===== config.mk =====
export PLATFORM = sky130hd
export DESIGN_NAME = nvdla_noc_axi_wr_rsp
export DESIGN_NICKNAME = d
export VERILOG_FILES = /design/src/rtl/nvdla_noc_axi_pkg.sv /design/src/rtl/nvdla_noc_sync_fifo.sv /design/src/rtl/nvdla_noc_axi_wr_rsp.sv
export SDC_FILE = /design/constraint.sdc
export NUM_CORES = 2
export LEC_CHECK = 0
export BUFFER_PORTS_ARGS = -buffer_cell sky130_fd_sc_hd__buf_4
export CORE_AREA = 2 2 510 512
export DETAILED_ROUTE_END_ITERATION = 7
export DIE_AREA = 0 0 512 514
export RECOVER_POWER = 100
export SYNTH_ARGS = -nofsm -noshare
export SYNTH_HDL_FRONTEND = slang
export SYNTH_SLANG_ARGS = --single-unit

===== constraint.sdc =====
create_clock -name nvdla_core_clk -period 3.55 [get_ports nvdla_core_clk]
set_clock_uncertainty 0.15 [all_clocks]
set_input_delay 0.71 -clock nvdla_core_clk [delete_from_list [all_inputs] [get_ports nvdla_core_clk]]
set_output_delay 0.71 -clock nvdla_core_clk [all_outputs]
set_load 0.005 [all_outputs]

===== src/rtl/nvdla_noc_axi_pkg.sv =====
`default_nettype none
// ============================================================================
// nvdla_noc_axi_pkg -- AXI write-path widths, BRESP encodings, queue entries
// Rev 1.0
// ============================================================================
package nvdla_noc_axi_pkg;

  localparam int AXI_ID_W   = 8;
  localparam int AXI_LEN_W  = 4;
  localparam int AXI_ADDR_W = 64;
  localparam int AXI_DATA_W = 512;
  localparam int AXI_STRB_W = AXI_DATA_W / 8;
  localparam int BEAT_BYTES = 64;
  localparam int BEAT_SHIFT = $clog2(BEAT_BYTES);

  localparam logic [1:0] BRESP_OKAY   = 2'b00;
  localparam logic [1:0] BRESP_SLVERR = 2'b10;

  typedef struct packed {
    logic [AXI_ID_W-1:0]   id;
    logic [AXI_LEN_W-1:0]  len;
    logic [AXI_ADDR_W-1:0] addr;
  } aw_entry_t;

  typedef struct packed {
    logic [AXI_ID_W-1:0] id;
    logic [1:0]          resp;
  } b_entry_t;

endpackage
`default_nettype wire


===== src/rtl/nvdla_noc_sync_fifo.sv =====
`default_nettype none
// ============================================================================
// nvdla_noc_sync_fifo -- single-clock FIFO, registered full/empty flags
// Rev 1.0
// ============================================================================
module nvdla_noc_sync_fifo #(
  parameter int WIDTH = 8,
  parameter int DEPTH = 4
) (
  input  logic             clk,
  input  logic             rst_n,
  input  logic             push,
  input  logic [WIDTH-1:0] push_data,
  input  logic             pop,
  output logic [WIDTH-1:0] pop_data,
  output logic             full,
  output logic             empty
);

  localparam int PW = $clog2(DEPTH);
  localparam int CW = PW + 1;

  logic [WIDTH-1:0] mem_q [DEPTH];
  logic [PW-1:0]    wr_ptr_q, wr_ptr_d;
  logic [PW-1:0]    rd_ptr_q, rd_ptr_d;
  logic [CW-1:0]    cnt_q, cnt_d;
  logic             full_q, full_d;
  logic             empty_q, empty_d;
  logic             push_ok, pop_ok;

  // A push into a full FIFO is accepted only when a pop frees a slot the same cycle.
  always_comb begin
    pop_ok   = pop & ~empty_q;
    push_ok  = push & (~full_q | pop_ok);
    wr_ptr_d = push_ok ? wr_ptr_q + PW'(1) : wr_ptr_q;
    rd_ptr_d = pop_ok  ? rd_ptr_q + PW'(1) : rd_ptr_q;
    cnt_d    = cnt_q + CW'(push_ok) - CW'(pop_ok);
    full_d   = (cnt_d == CW'(DEPTH));
    empty_d  = (cnt_d == '0);
  end

  always_ff @(posedge clk or negedge rst_n) begin
    if (!rst_n) begin
      wr_ptr_q <= '0;
      rd_ptr_q <= '0;
      cnt_q    <= '0;
      full_q   <= 1'b0;
      empty_q  <= 1'b1;
    end else begin
      wr_ptr_q <= wr_ptr_d;
      rd_ptr_q <= rd_ptr_d;
      cnt_q    <= cnt_d;
      full_q   <= full_d;
      empty_q  <= empty_d;
    end
  end

  always_ff @(posedge clk) begin
    if (push_ok) begin
      mem_q[wr_ptr_q] <= push_data;
    end
  end

  assign pop_data = mem_q[rd_ptr_q];
  assign full     = full_q;
  assign empty    = empty_q;

endmodule
`default_nettype wire


===== src/rtl/nvdla_noc_axi_wr_rsp.sv =====
`default_nettype none
// ============================================================================
// nvdla_noc_axi_wr_rsp -- AXI write slave: AW/W to memory writes, ordered B.
// NVDLA_AXI_WR_RSP_CHK_EN enables wlast checking (SLVERR + error counter).
// Rev 1.0
// ============================================================================
module nvdla_noc_axi_wr_rsp
  import nvdla_noc_axi_pkg::*;
#(
  parameter int AW_DEPTH = 4,
  parameter int B_DEPTH  = 4
) (
  input  logic                  nvdla_core_clk,
  input  logic                  nvdla_core_rstn,
  input  logic                  noc2mem_axi_aw_awvalid,
  output logic                  noc2mem_axi_aw_awready,
  input  logic [AXI_ID_W-1:0]   noc2mem_axi_aw_awid,
  input  logic [AXI_LEN_W-1:0]  noc2mem_axi_aw_awlen,
  input  logic [AXI_ADDR_W-1:0] noc2mem_axi_aw_awaddr,
  input  logic                  noc2mem_axi_w_wvalid,
  output logic                  noc2mem_axi_w_wready,
  input  logic [AXI_DATA_W-1:0] noc2mem_axi_w_wdata,
  input  logic [AXI_STRB_W-1:0] noc2mem_axi_w_wstrb,
  input  logic                  noc2mem_axi_w_wlast,
  output logic                  mem2noc_axi_b_bvalid,
  input  logic                  mem2noc_axi_b_bready,
  output logic [AXI_ID_W-1:0]   mem2noc_axi_b_bid,
  output logic [1:0]            mem2noc_axi_b_bresp,
  output logic                  mem_wr_en,
  output logic [AXI_ADDR_W-1:0] mem_wr_addr,
  output logic [AXI_DATA_W-1:0] mem_wr_data,
  output logic [AXI_STRB_W-1:0] mem_wr_strb,
  output logic [7:0]            mem_wr_err_cnt
);

  localparam logic [0:0] ST_IDLE = 1'b0;
  localparam logic [0:0] ST_DATA = 1'b1;

  logic [0:0]            state_q, state_d;
  logic [AXI_LEN_W-1:0]  beat_q, beat_d;
  aw_entry_t             burst_q, burst_d;
  logic                  rdy_q;
  logic                  mem_wr_en_q, mem_wr_en_d;
  logic [AXI_ADDR_W-1:0] mem_wr_addr_q, mem_wr_addr_d;
  logic [AXI_DATA_W-1:0] mem_wr_data_q, mem_wr_data_d;
  logic [AXI_STRB_W-1:0] mem_wr_strb_q, mem_wr_strb_d;

  aw_entry_t             aw_push_entry, aw_head;
  b_entry_t              b_push_entry, b_head;
  logic                  aw_push, aw_pop, aw_full, aw_empty;
  logic                  b_push, b_pop, b_full, b_empty;
  logic                  w_hs, last_beat, burst_bad;
  logic [AXI_ADDR_W-1:0] beat_addr;
  logic [BEAT_SHIFT-1:0] beat_addr_lsb_unused;

  // awready is held low in reset and rises on the first edge after release.
  assign noc2mem_axi_aw_awready = rdy_q & ~aw_full;
  assign aw_push                = noc2mem_axi_aw_awvalid & noc2mem_axi_aw_awready;
  assign aw_push_entry          = {noc2mem_axi_aw_awid, noc2mem_axi_aw_awlen, noc2mem_axi_aw_awaddr};

  assign noc2mem_axi_w_wready = (state_q == ST_DATA);
  assign w_hs                 = noc2mem_axi_w_wvalid & noc2mem_axi_w_wready;
  assign last_beat            = (beat_q == burst_q.len);
  assign beat_addr            = burst_q.addr +
                                {{(AXI_ADDR_W-AXI_LEN_W-BEAT_SHIFT){1'b0}}, beat_q, {BEAT_SHIFT{1'b0}}};
  assign beat_addr_lsb_unused = beat_addr[BEAT_SHIFT-1:0];

  assign mem2noc_axi_b_bvalid = ~b_empty;
  assign b_pop                = mem2noc_axi_b_bvalid & mem2noc_axi_b_bready;
  assign mem2noc_axi_b_bid    = b_head.id   & {AXI_ID_W{~b_empty}};
  assign mem2noc_axi_b_bresp  = b_head.resp & {2{~b_empty}};

  nvdla_noc_sync_fifo #(
    .WIDTH ($bits(aw_entry_t)),
    .DEPTH (AW_DEPTH)
  ) u_aw_fifo (
    .clk       (nvdla_core_clk),
    .rst_n     (nvdla_core_rstn),
    .push      (aw_push),
    .push_data (aw_push_entry),
    .pop       (aw_pop),
    .pop_data  (aw_head),
    .full      (aw_full),
    .empty     (aw_empty)
  );

  nvdla_noc_sync_fifo #(
    .WIDTH ($bits(b_entry_t)),
    .DEPTH (B_DEPTH)
  ) u_b_fifo (
    .clk       (nvdla_core_clk),
    .rst_n     (nvdla_core_rstn),
    .push      (b_push),
    .push_data (b_push_entry),
    .pop       (b_pop),
    .pop_data  (b_head),
    .full      (b_full),
    .empty     (b_empty)
  );

  // A burst only starts with a free B slot, so its response can never be dropped.
  always_comb begin
    state_d       = state_q;
    beat_d        = beat_q;
    burst_d       = burst_q;
    mem_wr_en_d   = 1'b0;
    mem_wr_addr_d = mem_wr_addr_q;
    mem_wr_data_d = mem_wr_data_q;
    mem_wr_strb_d = mem_wr_strb_q;
    aw_pop        = 1'b0;
    b_push        = 1'b0;
    b_push_entry  = {burst_q.id, (burst_bad ? BRESP_SLVERR : BRESP_OKAY)};
    case (state_q)
      ST_IDLE: begin
        if (!aw_empty && !b_full) begin
          aw_pop  = 1'b1;
          burst_d = aw_head;
          beat_d  = '0;
          state_d = ST_DATA;
        end
      end
      ST_DATA: begin
        if (w_hs) begin
          mem_wr_en_d   = 1'b1;
          mem_wr_addr_d = {beat_addr[AXI_ADDR_W-1:BEAT_SHIFT], {BEAT_SHIFT{1'b0}}};
          mem_wr_data_d = noc2mem_axi_w_wdata;
          mem_wr_strb_d = noc2mem_axi_w_wstrb;
          beat_d        = beat_q + AXI_LEN_W'(1);
          if (last_beat) begin
            b_push  = 1'b1;
            state_d = ST_IDLE;
          end
        end
      end
      default: state_d = ST_IDLE;
    endcase
  end

  always_ff @(posedge nvdla_core_clk or negedge nvdla_core_rstn) begin
    if (!nvdla_core_rstn) begin
      state_q       <= ST_IDLE;
      beat_q        <= '0;
      burst_q       <= '0;
      rdy_q         <= 1'b0;
      mem_wr_en_q   <= 1'b0;
      mem_wr_addr_q <= '0;
      mem_wr_data_q <= '0;
      mem_wr_strb_q <= '0;
    end else begin
      state_q       <= state_d;
      beat_q        <= beat_d;
      burst_q       <= burst_d;
      rdy_q         <= 1'b1;
      mem_wr_en_q   <= mem_wr_en_d;
      mem_wr_addr_q <= mem_wr_addr_d;
      mem_wr_data_q <= mem_wr_data_d;
      mem_wr_strb_q <= mem_wr_strb_d;
    end
  end

  assign mem_wr_en   = mem_wr_en_q;
  assign mem_wr_addr = mem_wr_addr_q;
  assign mem_wr_data = mem_wr_data_q;
  assign mem_wr_strb = mem_wr_strb_q;

`ifdef NVDLA_AXI_WR_RSP_CHK_EN
  logic       bad_q, bad_d;
  logic [7:0] err_cnt_q, err_cnt_d;

  // A beat is malformed when wlast disagrees with awlen; length still follows awlen.
  assign burst_bad = bad_q | (noc2mem_axi_w_wlast != last_beat);

  always_comb begin
    bad_d     = bad_q;
    err_cnt_d = err_cnt_q;
    if (aw_pop) begin
      bad_d = 1'b0;
    end else if (w_hs) begin
      bad_d = burst_bad;
    end
    if (b_push && burst_bad && (err_cnt_q != 8'hFF)) begin
      err_cnt_d = err_cnt_q + 8'd1;
    end
  end

  always_ff @(posedge nvdla_core_clk or negedge nvdla_core_rstn) begin
    if (!nvdla_core_rstn) begin
      bad_q     <= 1'b0;
      err_cnt_q <= '0;
    end else begin
      bad_q     <= bad_d;
      err_cnt_q <= err_cnt_d;
    end
  end

  assign mem_wr_err_cnt = err_cnt_q;
`else
  logic wlast_unused;

  assign wlast_unused   = noc2mem_axi_w_wlast;
  assign burst_bad      = 1'b0;
  assign mem_wr_err_cnt = '0;
`endif

endmodule
`default_nettype wire

==> impl_metrics.py <==
metrics = {
    "yosys": {
        "synth_edf_count": 312,
        "synth_cell_types": 59,
        "synth_area_sq_mm": 0.04014,
        "synth_seq_area_share": 0.6880,
        "ys_warn_count": 0,
        "synth_ff_type": "dfrtp_1",
        "syn_inst": 3549,
        "syn_area_per_cell_sq_um": 11.31,
        "ys_seq_elements": 1041,
        "async_flop_share": 0.7003,
    },
    "floorplan": {
        "die_h_um": 514,
        "dieArea_sq_mm": 0.2632,
        "boundaryPins": 1320,
        "num_rows": 187,
        "core-area_sq_mm": 0.2581,
        "floorplan.initialDensity": 0.1555,
        "die_x_um": 512,
    },
    "worst_setup_path": {
        "critPathTopFamily": "simple AND/OR/NAND/NOR gates",
        "critical_path_buf_inv_count": 2,
        "cp-start-kind": "flop",
        "path_cells": "ha_1 -> inv_1 -> fa_1 -> nand2b_1 -> a211oi_2 -> nand4_1 -> buf_4 -> or4_1 -> a31oi_1",
        "arrival_ns": 3.89,
        "worstReg2RegEnd": "mem_wr_addr[46]$_DFFE_PN0P_",
        "worstSetupEndpointType": "flop",
        "ff2ff_setup_slack_ns": 0.19,
        "crit_fanout": 5,
        "cp.required_ns": 4.08,
        "reg2reg_from": "beat_q[0]$_DFFE_PN0P_",
        "timing.setup.critical_path_class": "flop to flop",
        "worstRegToRegCells": 9,
        "slowest_stage": "a211oi_2",
        "slowest_delay_ns": 0.62,
    },
    "grt": {
        "grt_usage": 0.1720,
        "antenna_found_initial": 180,
        "grt_pass1_wl_mm": 311.5,
        "grt_max_degree": 189,
        "grt-ovfl-total": 0,
        "grt_pass1_vias": 35000,
    },
    "clock_network": {
        "htreeDepth": 3,
        "clkSlewWorstSetupHoldPaths_ns": 0.07,
        "clockBufferDepth": 3,
        "clk-insertion-delay-late_ns": 0.84,
        "cts_buffers": 118,
        "cts_tree": "yes",
        "cts_root_buf": "clkbuf_16",
        "clock-sinks": 1041,
    },
    "layout": {
        "syn_to_final_growth_pct": 54.47,
        "fillers": 27760,
        "layout-drive-gt1-share": 0.2252,
        "nNetsFinal": 6076,
        "fin_cells": 8968,
    },
    "place": {
        "port_buffers": 1296,
        "dp_hpwl_mm": 190.9,
        "place_congestion": 0.9321,
        "placedCellCount": 8133,
    },
    "min_path": {
        "hold_depth": 3,
        "hold_path_end": "mem_wr_data[276]$_DFFE_PN0P_",
        "hold_start": "noc2mem_axi_w_wdata[276]",
        "hp-class": "input pin to flop",
    },
    "detailed_routing": {
        "routed_wl_mm": 234.0,
        "first_pass_iters": 7,
        "viasPerCell": 3.860,
        "dr.first_iter.drc_count": 2591,
        "num_vias": 34610,
        "drcViolationCount": 0,
        "wl_per_cell_um": 26.10,
        "antenna_left": 0,
    },
    "pwr": {
        "power_density_mw_per_mm2": 734.8,
        "peakVddDrop_mv": 0.5257,
        "power_mw": 45.56,
        "power.leakage_nw": 27.53,
    },
    "timing": {
        "hold_ws_ns": 0.1015,
        "drv_slew": 167,
        "relSlewSlack": -0.5451,
        "max_slew.worst_pin.slew_ns": 2.318,
        "hold_viol_final": 0,
        "tns_ns": 0,
        "period_needed_ns": 3.362,
        "post-route-period-util": 0.9471,
        "fmax_mhz": 297.4,
        "grt_setup_unrepaired": "false",
        "setup_viol": 0,
    },
    "job": {
        "cap_violations": 5,
    },
    "status": {
        "status": "finished, violations left",
        "failed_checks": "max-capacitance violations, max-slew violations",
    },
}
cell families (layout without fill, tap and decap cells):
family,count (synthesis),after routing,synth area share
AND/OR/NAND/NOR,1970,1970,0.1938
flip-flops,1041,1041,0.6880
buffers and inverters,219,2156,0.02213
multiplexers,148,148,0.06337
AO/OA/AOI/OAI,101,101,0.01524
XOR/XNOR,48,48,0.01047
adder cells (fa/ha/maj),20,20,0.006795
other,2,82,0.0001871
layout by cell type (no fill, tap or decap), types with 6 or more instances in the layout:
master and n:
clkbuf_4 245, a21oi_1 9, and3_1 16, xor2_1 29
and2_0 12, or3_1 6, clkbuf_1 505, ha_1 17
clkbuf_2 9, nand2_1 1808, and4_1 6, o31ai_1 6
xnor2_1 19, o211ai_1 8, dlygate4sd3_1 547, clkbuf_8 17
buf_4 597, clkinvlp_4 8, bufinv_16 9, nor2_1 27
nand4_1 27, diode_2 65, inv_1 23, nand3_1 19
a31oi_1 13, o21ai_0 49, mux4_2 78, inv_6 11
edfxtp_1 312, clkbuf_16 118, clkinv_2 25, dfrtp_1 724
or4_1 10, buf_12 19, conb_1 17, clkinv_16 7
mux2_2 69, nor3_1 11
repair_timing:
action,CTS,global route
endpoints found under the setup margin,0,2
buffers inserted,0,0
hold buffers,547,0
gates resized for setup,0,1
hold endpoints to repair,792,0
Yosys cell counts (17+ instances only):
master    number  area (sq um)
mux2_2        69         777.0
xnor2_1       19         166.4
clkbuf_1     154         578.1
o21ai_0       49         245.2
nand2_1     1808          6787
nor2_1        27         101.4
buf_1         20         75.07
nand4_1       27         168.9
inv_1         24         90.09
edfxtp_1     312          9369
dfrtp_1      727         18190
ha_1          17         212.7
nand3_1       19         95.09
xor2_1        29         254.0
mux4_2        78          1757
cell type report:
class                      count  area [sq um]  share of cell area
clock buffer                 154          3258             0.05255
tap                         3402          4257             0.06865
inverter                      24         91.34            0.001473
antenna                       65         162.7            0.002623
multi-input combinational   2304         11690              0.1886
clock inverter                69         825.8             0.01332
timing repair buffer        1909         14090              0.2273
sequential                  1041         27620              0.4455
sequential cells by signal, indices dropped and copies added (netlist names), 3 cells and up:
name             cells
u_aw_fifo.cnt_q      3
mem_wr_addr         58
u_aw_fifo.mem_q    280
mem_wr_strb         64
u_b_fifo.cnt_q       3
beat_q               4
burst_q             62
mem_wr_data        512
b_push_entry         8
u_b_fifo.mem_q      32
tightest hold or removal path, stage by stage:
cell,delay (ns)
buf_4,0.16
nand2_1,0.07
nand2_1,0.05
report_power, final:
| part | internal, mW | switching (mW) | leakage (nW) |
|---|---|---|---|
| Sequential | 15.7 | 2.65 | 11.7 |
| Combinational | 5.71 | 8.58 | 13.9 |
| Clock | 7.22 | 5.65 | 1.99 |
through the flow:
step,util,instance area (sq um),setup slack [ns]
floorplan,-,40190,0.5745
global placement,0.2102,54250,0.1331
detailed placement,0.2102,54250,0.1378
CTS,0.2473,63810,0.01131
global route,0.2399,61900,0.03827
finish,0.2402,62000,0.1877
worst max path at each step:
| stage | end | from | slack, ns | depth (start not counted) |
|---|---|---|---|---|
| finish | mem_wr_addr[46]$_DFFE_PN0P_ | beat_q[0]$_DFFE_PN0P_ | 0.19 | 9 |
| detailed placement | mem_wr_addr[50]$_DFFE_PN0P_ | beat_q[0]$_DFFE_PN0P_ | 0.14 | 9 |
| global route | u_aw_fifo.mem_q[3][32]$_DFFE_PP_ | u_aw_fifo.full$_DFF_PN0_ | 0.04 | 3 |
| floorplan | u_aw_fifo.mem_q[0][10]$_DFFE_PP_ | noc2mem_axi_aw_awvalid | 0.57 | 1 |
| global placement | mem_wr_addr[48]$_DFFE_PN0P_ | beat_q[0]$_DFFE_PN0P_ | 0.13 | 9 |
| CTS | mem2noc_axi_b_bid[6] | u_b_fifo.rd_ptr_q[0]$_DFFE_PN0P_ | 0.01 | 3 |
routing by layer:
layer  share of wire  track usage
met5         0.00063            0
met4           0.036      0.04358
met2            0.45       0.2736
met3           0.076      0.04427
met1            0.44       0.2313
(Power assumes the default switching activity.)
